$ cat src/rtl/alu_exec_unit.sv
// Integer ALU execute stage with an optional iterative shift-add multiplier.
// Latency: 1 cycle for single-cycle ops and illegal encodings, WIDTH+1 cycles for mul.
// Backpressure: a result is held in DONE until outReady; inReady tracks outReady in DONE for 1/cycle throughput.
module alu_exec_unit #(
  parameter int WIDTH      = 32,
  parameter int ENABLE_MUL = 1
) (
  input  logic             clk,
  input  logic             rst_n,
  input  logic             inValid,
  output logic             inReady,
  input  logic [1:0]       aluOp,
  input  logic [2:0]       funct3,
  input  logic [6:0]       funct7,
  input  logic [WIDTH-1:0] operandA,
  input  logic [WIDTH-1:0] operandB,
  output logic             outValid,
  input  logic             outReady,
  output logic [WIDTH-1:0] result,
  output logic             zero,
  output logic             branchTaken,
  output logic             illegalOp,
  output logic             busy
);

  localparam int SHW = $clog2(WIDTH);

  typedef enum logic [1:0] {IDLE, MUL, DONE} state_t;
  typedef enum logic [3:0] {
    OP_ADD, OP_SUB, OP_SLL, OP_SLT, OP_SLTU, OP_XOR, OP_SRL,
    OP_SRA, OP_OR, OP_AND, OP_MUL, OP_BR, OP_ILL
  } op_t;

  state_t           state;
  op_t              op;
  logic [WIDTH-1:0] d_res;
  logic             d_br;
  logic             d_ill;
  logic [WIDTH-1:0] mcand;
  logic [WIDTH-1:0] mplier;
  logic [WIDTH-1:0] acc;
  logic [WIDTH-1:0] acc_next;
  logic [SHW-1:0]   cnt;
  logic [SHW-1:0]   shamt;
  logic             accept;
  logic             lt_s;
  logic             lt_u;

  // funct7-independent meaning of each funct3 in the register/immediate groups
  function automatic op_t base_op(input logic [2:0] f3);
    case (f3)
      3'b000:  base_op = OP_ADD;
      3'b001:  base_op = OP_SLL;
      3'b010:  base_op = OP_SLT;
      3'b011:  base_op = OP_SLTU;
      3'b100:  base_op = OP_XOR;
      3'b101:  base_op = OP_SRL;
      3'b110:  base_op = OP_OR;
      default: base_op = OP_AND;
    endcase
  endfunction

  assign inReady  = (state == IDLE) || ((state == DONE) && outReady);
  assign accept   = inValid && inReady;
  assign busy     = (state == MUL);
  assign shamt    = operandB[SHW-1:0];
  assign lt_s     = $signed(operandA) < $signed(operandB);
  assign lt_u     = operandA < operandB;
  assign acc_next = mplier[0] ? (acc + mcand) : acc;

  // Decode aluOp/funct3/funct7 into a single operation selector
  always_comb begin
    op = OP_ILL;
    case (aluOp)
      2'b00: op = OP_ADD;
      2'b01: op = (funct3 == 3'b010 || funct3 == 3'b011) ? OP_ILL : OP_BR;
      2'b10: begin
        if (funct7 == 7'b0000000)
          op = base_op(funct3);
        else if (funct7 == 7'b0100000 && funct3 == 3'b000)
          op = OP_SUB;
        else if (funct7 == 7'b0100000 && funct3 == 3'b101)
          op = OP_SRA;
        else if (funct7 == 7'b0000001 && funct3 == 3'b000 && ENABLE_MUL != 0)
          op = OP_MUL;
        else
          op = OP_ILL;
      end
      default: begin
        // Immediate form: funct7 only matters for shifts
        op = base_op(funct3);
        if (funct3 == 3'b101 && funct7[5])
          op = OP_SRA;
        if (funct3 == 3'b001 && funct7 != 7'b0000000)
          op = OP_ILL;
      end
    endcase
  end

  // Single-cycle datapath and branch comparison
  always_comb begin
    d_res = '0;
    d_br  = 1'b0;
    d_ill = 1'b0;
    case (op)
      OP_ADD:  d_res = operandA + operandB;
      OP_SUB:  d_res = operandA - operandB;
      OP_SLL:  d_res = operandA << shamt;
      OP_SLT:  d_res = {{(WIDTH-1){1'b0}}, lt_s};
      OP_SLTU: d_res = {{(WIDTH-1){1'b0}}, lt_u};
      OP_XOR:  d_res = operandA ^ operandB;
      OP_SRL:  d_res = operandA >> shamt;
      OP_SRA:  d_res = $signed(operandA) >>> shamt;
      OP_OR:   d_res = operandA | operandB;
      OP_AND:  d_res = operandA & operandB;
      OP_BR: begin
        d_res = operandA - operandB;
        case (funct3)
          3'b000:  d_br = (operandA == operandB);
          3'b001:  d_br = (operandA != operandB);
          3'b100:  d_br = lt_s;
          3'b101:  d_br = !lt_s;
          3'b110:  d_br = lt_u;
          default: d_br = !lt_u;
        endcase
      end
      OP_MUL:  d_res = '0;
      default: d_ill = 1'b1;
    endcase
  end

  // Control FSM, result registers and the shift-add multiplier
  always_ff @(posedge clk or negedge rst_n) begin
    if (!rst_n) begin
      state       <= IDLE;
      outValid    <= 1'b0;
      result      <= '0;
      zero        <= 1'b0;
      branchTaken <= 1'b0;
      illegalOp   <= 1'b0;
      mcand       <= '0;
      mplier      <= '0;
      acc         <= '0;
      cnt         <= '0;
    end else begin
      case (state)
        MUL: begin
          acc    <= acc_next;
          mcand  <= mcand << 1;
          mplier <= mplier >> 1;
          cnt    <= cnt + 1'b1;
          if (cnt == SHW'(WIDTH-1)) begin
            state    <= DONE;
            outValid <= 1'b1;
            result   <= acc_next;
            zero     <= (acc_next == '0);
            cnt      <= '0;
          end
        end
        default: begin
          if (accept) begin
            branchTaken <= d_br;
            illegalOp   <= d_ill;
            if (op == OP_MUL) begin
              state    <= MUL;
              outValid <= 1'b0;
              zero     <= 1'b0;
              mcand    <= operandA;
              mplier   <= operandB;
              acc      <= '0;
              cnt      <= '0;
            end else begin
              state    <= DONE;
              outValid <= 1'b1;
              result   <= d_res;
              zero     <= (d_res == '0);
            end
          end else if (state == DONE && outReady) begin
            state    <= IDLE;
            outValid <= 1'b0;
            zero     <= 1'b0;
          end
        end
      endcase
    end
  end

endmodule

$ cat config.mk
export PLATFORM = sky130hd
export DESIGN_NAME = alu_exec_unit
export DESIGN_NICKNAME = d
export VERILOG_FILES = /design/src/rtl/alu_exec_unit.sv
export SDC_FILE = /design/constraint.sdc
export NUM_CORES = 1
export LEC_CHECK = 0
export ABC_AREA = 0
export CAP_MARGIN = 5
export CORE_MARGIN = 2
export CORE_UTILIZATION = 41
export DETAILED_ROUTE_END_ITERATION = 10
export PLACE_DENSITY_LB_ADDON = 0.08
export SYNTH_ARGS = -nofsm -noshare
export SYNTH_HDL_FRONTEND = slang
export SYNTH_SLANG_ARGS = --single-unit
export TNS_END_PERCENT = 5
$ cat constraint.sdc
create_clock -name clk -period 8.62 [get_ports clk]
set_input_delay 1.293 -clock clk [delete_from_list [all_inputs] [get_ports clk]]
set_output_delay 1.293 -clock clk [all_outputs]
set_load 0.05 [all_outputs]
==> impl_results.rst, run 1 <==
.. list-table::
   :header-rows: 1

   * - Metric
     - Value
   * - Outcome
     - finished, final reports clean
   * - Clock sink count
     - about 140
   * - Total routing resource utilization after global routing
     - 38.0%
   * - Post-layout net count
     - approximately 2600
   * - Fraction of final layout cells sized beyond drive strength 1
     - a little under a tenth
   * - Maximum fanout encountered on the critical timing path
     - 7
   * - Most common cell in the synthesized netlist
     - nand2_1
   * - Clock slew at the register clock pins of the worst setup and hold paths
     - about 0.090 ns
   * - Later-pin clock latency in the skew report
     - 0.50 ns
   * - Worst-Margin Slew
     - roughly 1.4 ns
   * - Final clock period utilization by the worst path
     - 77.8%
   * - WP data required
     - approximately 9 ns
   * - Count of buffers from port buffering
     - ~120
   * - PD cells
     - ~210 nW/um^2
   * - Sequential share of the synthesized area
     - ~18%
   * - Syn_nets
     - about 2700
   * - Number of register bits inferred by synthesis
     - around 140
   * - Worst rel slew slack
     - 6.41%
   * - Hold-critical path endpoint
     - mplier[26]
   * - Largest net degree at the start of global routing
     - 100
   * - Total I/O pin count
     - about 120
   * - Count of vias placed by the detailed router
     - about 20000
   * - Post-Route Skew
     - between 0.02 and 0.03 ns
   * - Data arrival time of the worst path
     - around 7.1 ns
   * - Dominant synthesized flop cell
     - dfrtp_1
   * - Violation count after the first detailed-route iteration
     - ~2600
   * - Number of buffers created by CTS
     - 17
   * - Number of antenna violations at the first check in global routing
     - 5
   * - Maximum clock rate
     - about 0.15 GHz
   * - Final Hold Slack
     - between 0.4 and 0.5 ns
   * - Detail-routed via count per cell
     - between 6 and 7
   * - Count of yosys warnings during synthesis
     - 0
   * - LEAKAGE
     - ~0.0086 uW
   * - Number of max-slew violations in the final report
     - 0
   * - Top cell type by total area after synthesis
     - dfrtp_1
   * - Crit Reg-Reg Endpoint
     - zero
   * - Core area
     - around 46000 um^2
   * - Num rows
     - 78
   * - Share of Yosys cell area claimed by the top area cell type
     - about 18%
   * - Netlist area before placement
     - between 15000 and 20000 um^2
   * - Element type at the critical path start
     - input port
   * - Multiplexer share of the synthesized area
     - ~16%
   * - Compound-Gate Fraction of Synth Area
     - 26.7%
   * - Half-perimeter wire length of the detailed placement result
     - ~69000 um
   * - Simple-gate share of the synthesized area
     - 19.8%
   * - Area growth from synthesis to layout
     - 10.4%
   * - Setup Fix Bufs, Post-CTS
     - 0
   * - Routability congestion estimate from global placement
     - roughly 1.1
   * - Crit Path Class
     - in2reg
   * - Fraction of registers with async set or reset after synthesis
     - between 90% and 100%
   * - First-pass detailed-route iteration total
     - 6
   * - Part of the power in registers
     - 23.9%
   * - Library cells used by synthesis
     - approximately 110
   * - Die height
     - ~220 um
   * - Routed length per placed instance
     - 30.1 um
   * - Number of global-route vias before repair
     - between 15000 and 20000
   * - Clock share of power
     - between 15 and 20%
   * - Most area-consuming cells after synthesis
     - dfrtp_1, ha_1, mux2i_1
   * - DIE WIDTH
     - 219 um
   * - # hold bufs at CTS
     - 0
   * - Worst reg2reg path startpoint
     - mcand[0]
   * - Net load switching power
     - between 2000 and 2500 uW
   * - Sum of routed wire length over all layers
     - 91600 um
   * - TritonCTS clock tree
     - yes
   * - Net switching share of the total power
     - 52.2%
   * - Largest family of logic cells by synthesized area
     - compound AO/OA/AOI/OAI gates
   * - Worst IR drop on VDD
     - 346 uV
   * - Count of final setup violators
     - 0
   * - Total Die Area
     - 48200 um^2
   * - Area share of xor/xnor cells in the synthesized design
     - under 10%
   * - CTS root buf
     - clkbuf_16
   * - Number of levels the H-tree was split into
     - 4
   * - Cell depth of the worst flop-to-flop path
     - 15
   * - FF-to-FF setup slack
     - just under 4 ns
   * - Hold Startpoint
     - mplier[27]
   * - Maximum count of clock buffers along a single path
     - 2
   * - WHS Path Cells
     - 2
   * - Fin crit period
     - 6.71 ns
   * - Post-synthesis adder-cell area fraction
     - a little under 9%
   * - Commonest cells in the netlist
     - nand2_1, o21ai_0, nor2_1
   * - Combinational Power Share
     - 58.4%
   * - Global route total overflow
     - 0
   * - Number of cells upsized or downsized after cts
     - 0
   * - Wire length of the first global-routing pass
     - 133000 um
   * - Setup crit end kind
     - flip-flop
   * - Post-synth EDFFs
     - 0
   * - Final TNS setup
     - 0 ns
   * - Post-synthesis cell count
     - approximately 2500
   * - Initial core utilization
     - between 40% and 50%
   * - DRC violations left
     - 0
   * - Remaining number of nets flagged by the antenna check after routing
     - 0
   * - Final hold violations
     - 0
   * - Mean area per synthesized cell
     - a little under 8 um^2
   * - Max cap viols
     - 0
   * - Internal power summed over all cells
     - around 2100 uW
   * - Setup repair after global routing missed its margin
     - no
   * - Type of the worst min-delay path
     - reg2reg
cell families after synthesis:
logic type,after synthesis
adder cells (fa/ha/maj),133
XOR/XNOR,62
multiplexers,236
AO/OA/AOI/OAI,769
flip-flops,138
buffers and inverters,318
AND/OR/NAND/NOR,795
routing by layer:
metal,GRT usage (%),vias to the layer above,wire length (um)
li1,-,8988,-
met1,50.5,9972,37900
met2,58.7,1108,40800
met3,8.35,225,8130
met4,17.8,4,4780
met5,0,-,27
worst max-delay path by stage:
stage / from / to / slack [ns] / cells past startpoint
floorplan: operandB[2] / zero / 3.11 / 21
global placement: operandA[7] / zero / 1.87 / 15
detailed placement: operandA[0] / zero / 1.64 / 18
CTS: operandA[0] / zero / 2.16 / 18
global route: operandA[0] / zero / 1.78 / 18
finish: operandA[0] / zero / 1.91 / 18
final cells by class:
class | instances | area (um^2)
inverters | 111 | 419
clock inverters | 14 | 155
fillers | 4533 | 24600
clock buffers | 18 | 439
flip-flops and latches | 138 | 3450
diodes | 2 | 5.00
repair buffers | 167 | 1540
well taps | 600 | 751
multi-input cells | 1995 | 14200
cell usage in the layout (no fill, tap or decap), drive strengths merged, types with 19 or more instances in the layout:
cell type	count
xnor2	45
a21o	36
o22ai	48
buf	56
nand3	41
nor2b	26
ha	130
a211oi	34
o211ai	29
mux2	25
nor3	54
clkdlybuf4s50	111
a31oi	25
nand2	313
nand4	24
nor2	199
a221oi	19
dfrtp	138
a21oi	164
nand2b	27
o21ai	219
mux4	59
inv	118
mux2i	152
worst max-delay path, stage by stage:
cell             delay [ns]
clkdlybuf4s50_1        0.67
inv_1                  0.22
ha_1                   0.19
inv_1                  0.05
fa_1                   0.39
nor2b_1                0.16
o311ai_1               0.37
a211oi_1               0.30
a21oi_1                0.45
o21ai_1                0.25
a211oi_1               1.19
xnor2_1                0.15
o41ai_1                0.72
nor4_1                 0.15
nand4_1                0.14
nor4_1                 0.06
a31oi_1                0.19
o21ai_1                0.10
stage by stage:
step / std cells / worst slack, ns / power [uW] / util (%) / area (um^2)
after detailed placement: 3011 / 1.64 / 3610 / 44.8 / 20400
after global routing: 3043 / 1.78 / 4690 / 46.1 / 21000
after floorplan: 2451 / 3.11 / 2680 / - / 19000
after CTS: 3043 / 2.16 / 4420 / 46.1 / 21000
final: 3045 / 1.91 / 4450 / 46.1 / 21000
after global placement: 3011 / 1.87 / 3600 / 44.8 / 20400
registers in the layout, summed over array words and instances (netlist names):
name	count
zero	1
mcand	32
result	32
state	1
outValid	1
illegalOp	1
cnt	5
acc	32
branchTaken	1
mplier	32
power groups by stage:
stage                     combinational, uW  clock (uW)  sequential, uW
after floorplan                        1400           0            1280
after global placement                 2540           0            1060
after detailed placement               2540           0            1070
after CTS                              2560         806            1060
after global routing                   2770         830            1090
final                                  2600         789            1060
(Power assumes the default switching activity.)
==> inputs of run 2 (changes only) <==
==> constraint.sdc (replaced) <==
create_clock -name clk -period 5.8 [get_ports clk]
set_input_delay 0.87 -clock clk [delete_from_list [all_inputs] [get_ports clk]]
set_output_delay 0.87 -clock clk [all_outputs]
set_load 0.05 [all_outputs]
==> run 2 against run 1 <==
Register-to-register slack lost 2.8 ns. Design area grew 4.3%. Critical path depth grew 2. Clock skew shrank 0.012 ns. Combinational power grew 53%. Final cell count grew 3.7%. Via count grew 2.7%. First-iteration DRC count grew 1.1%. Clock-buffer cell count shrank 1. Highest routed layer unchanged.
==> impl_results.rst, run 2 (synthesis gave the netlist of run 1 again) <==
.. list-table::
   :header-rows: 1

   * - Metric
     - Value
   * - Outcome
     - finished, final reports clean (unchanged)
   * - Half-perimeter wire length of the detailed placement result
     - 73400 um (was 69400 um)
   * - Data arrival time of the worst path
     - 5.84 ns (was 7.07 ns)
   * - PD cells
     - 301 nW/um^2 (was 212 nW/um^2)
   * - Setup Fix Bufs, Post-CTS
     - 0 (unchanged)
   * - WP data required
     - 6.13 ns (was 8.98 ns)
   * - Element type at the critical path start
     - input port (unchanged)
   * - Global routing's busiest layer
     - met2 (unchanged)
   * - Routability congestion estimate from global placement
     - 1.06 (about the same)
   * - Most frequent cells in the layout
     - nand2_1, o21ai_0, nor2_1 (unchanged)
   * - Worst rel slew slack
     - 34.2% (was 6.41%)
   * - Maximum count of clock buffers along a single path
     - 2 (unchanged)
   * - Met1 usage in global routing
     - 51.3% (was 50.5%)
   * - First-pass detailed-route iteration total
     - 6 (unchanged)
   * - Number of global-route vias before repair
     - 19700 (was 19200)
   * - TritonCTS clock tree
     - yes (unchanged)
   * - Total I/O pin count
     - 118 (unchanged)
   * - Count of final setup violators
     - 0 (unchanged)
   * - Placed cell areas
     - 21300 um^2 (was 20400 um^2)
   * - Delay of the slowest cell on the worst path
     - 0.58 ns (was 1.19 ns)
   * - Num rows
     - 78 (unchanged)
   * - Cell depth of the worst flop-to-flop path
     - 15 (unchanged)
   * - Crit Reg-Reg Endpoint
     - zero (unchanged)
   * - Clock sink count
     - 138 (unchanged)
   * - Number of cells upsized or downsized after cts
     - 0 (unchanged)
   * - Fraction of final layout cells sized beyond drive strength 1
     - 13.5% (was 9.33%)
   * - Clock slew at the register clock pins of the worst setup and hold paths
     - 0.06 ns (was 0.09 ns)
   * - Fin crit period
     - 5.52 ns
   * - Number of buffers created by CTS
     - 17 (unchanged)
   * - Area growth from synthesis to layout
     - 15.1% (was 10.4%)
   * - CTS root buf
     - clkbuf_16 (unchanged)
   * - Setup crit end kind
     - flip-flop (unchanged)
   * - Routed length per placed instance
     - 29.6 um (was 30.1 um)
   * - # hold bufs at CTS
     - 0 (unchanged)
   * - Worst-Margin Slew
     - 0.974 ns (was 1.40 ns)
   * - Later-pin clock latency in the skew report
     - 0.45 ns (was 0.50 ns)
   * - Total Die Area
     - 48200 um^2 (unchanged)
   * - Crit Path Class
     - in2reg (unchanged)
   * - Type of the worst min-delay path
     - in2async (was reg2reg)
   * - Number of antenna violations at the first check in global routing
     - 1 (was 5)
   * - Maximum fanout encountered on the critical timing path
     - 4 (was 7)
   * - Global route total overflow
     - 0 (unchanged)
   * - Number of levels the H-tree was split into
     - 4 (unchanged)
   * - Worst path cell trace
     - clkdlybuf4s50_1 > inv_1 > ha_1 > inv_1 > fa_1 > nor2b_1 > o311ai_1 > a211oi_2 > a21oi_1 > o21ai_1 > a211oi_1 > xnor2_1 > o41ai_1 > buf_4 > nor4_1 > nand4_1 > nor4_1 > buf_4 > a31oi_1 > o21ai_1 (was clkdlybuf4s50_1 > inv_1 > ha_1 > inv_1 > fa_1 > nor2b_1 > o311ai_1 > a211oi_1 > a21oi_1 > o21ai_1 > a211oi_1 > xnor2_1 > o41ai_1 > nor4_1 > nand4_1 > nor4_1 > a31oi_1 > o21ai_1)
   * - Number of max-slew violations in the final report
     - 0 (unchanged)
   * - Post-layout net count
     - 2760 (was 2643)
   * - Final TNS setup
     - 0 ns (unchanged)
   * - FF-to-FF setup slack
     - 1.16 ns (was 3.91 ns)
   * - Antenna Cells
     - 0 (was 2)
   * - Max cap viols
     - 0 (unchanged)
   * - Final cell area excluding filler cells
     - 21900 um^2 (was 21000 um^2)
   * - Violation count after the first detailed-route iteration
     - 2670 (was 2640)
   * - Met3 Usage GRT
     - 5.16% (was 8.35%)
   * - Initial core utilization
     - 41.8% (unchanged)
   * - Count of vias placed by the detailed router
     - 20800 (was 20300)
   * - Commonest non-fill, non-tap cell in the layout
     - nand2_1 (unchanged)
   * - # fillers
     - 4568 (was 4533)
   * - Final hold violations
     - 0 (unchanged)
   * - Maximum clock rate
     - approximately 0.18 GHz
   * - Remaining number of nets flagged by the antenna check after routing
     - 0 (unchanged)
   * - DRC violations left
     - 0 (unchanged)
   * - LEAKAGE
     - 0.00914 uW (was 0.00858 uW)
   * - Count of buffers from port buffering
     - 117 (unchanged)
   * - Core occupancy in the finished layout
     - 48.1% (was 46.1%)
   * - Setup repair after global routing missed its margin
     - no (unchanged)
   * - Worst IR drop on VDD
     - 493 uV (was 346 uV)
   * - Worst reg2reg path startpoint
     - mcand[0] (unchanged)
   * - Total routing resource utilization after global routing
     - 38.6% (was 38.0%)
   * - Met2 Resource Use GR
     - 60.9% (was 58.7%)
   * - Die height
     - 219 um (unchanged)
   * - Final clock period utilization by the worst path
     - a little over nine tenths
   * - Core area
     - 45600 um^2 (unchanged)
   * - Sum of routed wire length over all layers
     - 93600 um (was 91600 um)
   * - Final Hold Slack
     - 0.304 ns (was 0.468 ns)
   * - Wire length of the first global-routing pass
     - 136000 um (was 133000 um)
   * - DIE WIDTH
     - 219 um (unchanged)
   * - Post-Route Skew
     - 0.0130 ns (was 0.0254 ns)
   * - Worst-path cell with the longest stage delay
     - clkdlybuf4s50_1 (was a211oi_1)
   * - Largest net degree at the start of global routing
     - 90 (was 100)
   * - Detail-routed via count per cell
     - 6.60 (was 6.67)
[run 2: layer usage]
layer  part of all wire [%]  vias up
met4                    5.9        2
met5                  0.014        -
met2                     45     1137
met1                     41    10300
li1                       -     9222
met3                    7.9      198
[run 2: worst max-delay path by stage]
| stage | startpoint | end | slack [ns] |
|---|---|---|---|
| CTS | operandA[0] | zero | 0.22 |
| finish | operandA[0] | zero | 0.28 |
| detailed placement | operandA[0] | zero | -0.23 |
| floorplan | operandB[2] | zero | 0.71 |
| global placement | operandA[0] | zero | -0.02 |
| global route | operandA[0] | zero | 0.06 |
[run 2: final cells by class]
cell class	instances	area (um^2)	area share (%)
Clock buffer	17	425	1.94
Inverter	111	419	1.91
Sequential cell	138	3450	15.8
Tap cell	600	751	3.43
Multi-Input combinational cell	1995	14200	65.0
Clock inverter	14	138	0.628
Timing Repair Buffer	284	2470	11.3
[run 2: through the flow]
step	worst slack, ns	instances	total power, uW
floorplan	0.713	2451	3990
global route	0.0593	3159	6970
finish	0.285	3159	6600
global placement	-0.0207	3128	5430
detailed placement	-0.227	3128	5460
CTS	0.216	3159	6570
[run 2: power breakdown]
part	total (uW)	internal (uW)	leakage [uW]	switching, uW
Combinational	3980	1360	0.00708	2630
Clock	1070	596	0.000265	476
Sequential	1550	1290	0.00180	258
Total	6600	3240	0.00914	3360
[run 2: critical path, delay by kind of cell]
family,cells,cell delay (ns)
AO/OA/AOI/OAI,8,2.70
buffers and inverters,5,1.20
adder cells (fa/ha/maj),2,0.57
AND/OR/NAND/NOR,4,0.38
XOR/XNOR,1,0.12
==> variant, RTL diff (settings of run 2) <==
Encoding of `state_t`: now one-hot (3 bits for 3 states).
--- a/src/rtl/alu_exec_unit.sv
+++ b/src/rtl/alu_exec_unit.sv
@@ -25,7 +25,7 @@
 
   localparam int SHW = $clog2(WIDTH);
 
-  typedef enum logic [1:0] {IDLE, MUL, DONE} state_t;
+  typedef enum logic [2:0] {IDLE = 3'b001, MUL = 3'b010, DONE = 3'b100} state_t;
   typedef enum logic [3:0] {
     OP_ADD, OP_SUB, OP_SLL, OP_SLT, OP_SLTU, OP_XOR, OP_SRL,
     OP_SRA, OP_OR, OP_AND, OP_MUL, OP_BR, OP_ILL
Formal check against the unedited RTL: no difference found for any inputs over 4 cycles, from zero or initial values and one cycle with rst_n low; so few cycles prove little.
==> variant against run 2 <==
Cell area fell by 4.3%. Setup slack gained 0.14 ns. Die area is 6.2% lower. Clock skew hardly changed. Routed wire length fell by 6.2%. Core utilization is 0.73 points higher. Total power up 30%. Area after synthesis down 6.3%. Critical path type unchanged. First-iteration DRC count rose by 9.0%. Sequential cell count grew 1. Sequential power up 23%. Largest power group unchanged.
==> variant: results (changes against run 2) <==
yosys:
  synth_cells: 2368  # -3.4%
  netlist-cell-type-count: 107  # -1.8%
  post_synthesis_adder_cell_area_fraction_pct: 9.52  # +0.66 points
  complex_gate_fraction_of_the_synthesized_area_pct: 28.8  # +2.1 points
  parity_gate_share_of_the_synthesized_area_counting_xor_and_xnor_cells_pct: 2.31  # -0.54 points
  net_count_synth: 2581  # -3.1%
  synth_mux_area_share_pct: 11.9  # -4.6 points
  yosysSeqAreaShare_pct: 19.5  # +1.4 points
  synth-seq-cells: 139  # +0.72%
final_layout:
  antenna-diode-count: 1  # +1
  final_layout_clock_cell_area_share_pct: 2.89  # +0.32 points
  ff_latch_area_sq_um: 3480  # +0.76%
  multi_input_cells: 1926  # -3.5%
  sh_seq_area_pct: 16.6  # +0.83 points
timing:
  worst_skew_ns: 0.0129  # -0.0000937 ns
  worst-slew-pin-transition_ns: 1.25  # +0.275 ns
  whs_ns: 0.282  # -0.0219 ns
global_route:
  grt_pass1_vias: 18900  # -3.9%
  grt_first_pass_wirelength_mm: 128  # -5.6%
  met1_usage_pct: 53.7  # +2.4 points
  grt_util_all_layers_pct: 39.0  # +0.36 points
  antenna_found_initial: 3  # +2
  global_route_track_usage_on_met2_pct: 57.1  # -3.8 points
  globalRouteMet3Util_pct: 9.70  # +4.5 points
drt:
  drtIter0Drc: 2911  # +9.0%
  route.layer.met1.wl_mm: 38.1  # -1.1%
  met3_wirelength_mm: 8.45  # +14%
  met2WireLength_mm: 37.0  # -12%
  first_pass_iteration_count_of_the_detailed_router: 8  # +2
floorplanning:
  core_box_area_sq_um: 43000  # -5.7%
worst_setup_path:
  worst_ep_arrival_time_ns: 5.78  # -0.06 ns
  reg_to_reg_setup_timing_slack_ns: 1.20  # +0.04 ns
placed_design:
  detailedPlace.worstSlack_ns: -0.0835  # +0.144 ns
  gp_routability_congestion: 1.05  # -0.17%
clock_tree:
  clock_insertion_delay_worst_skew_ns: 0.49  # +0.04 ns
power_and_ir_drop:
  power.share.sequential_pct: 22.1  # -1.3 points
  ir_drop_worst_case_vdd_uv: 290  # -41%
run_status:
  outcome: "finished, final reports clean"
## variant: cell types whose count changed after synthesis, moves of 10 or more
cell	before	now
sky130_fd_sc_hd__nor2_1	197	300
sky130_fd_sc_hd__nand2_1	313	233
sky130_fd_sc_hd__mux2i_1	152	84
sky130_fd_sc_hd__o22ai_1	48	86
sky130_fd_sc_hd__nand3_1	38	75
sky130_fd_sc_hd__o21ai_0	209	182
sky130_fd_sc_hd__buf_2	54	35
sky130_fd_sc_hd__nor4_1	13	27
sky130_fd_sc_hd__mux4_2	59	47
sky130_fd_sc_hd__nor3_1	51	39
sky130_fd_sc_hd__o21bai_1	8	20
sky130_fd_sc_hd__a211oi_1	34	44
sky130_fd_sc_hd__nor2b_1	26	16
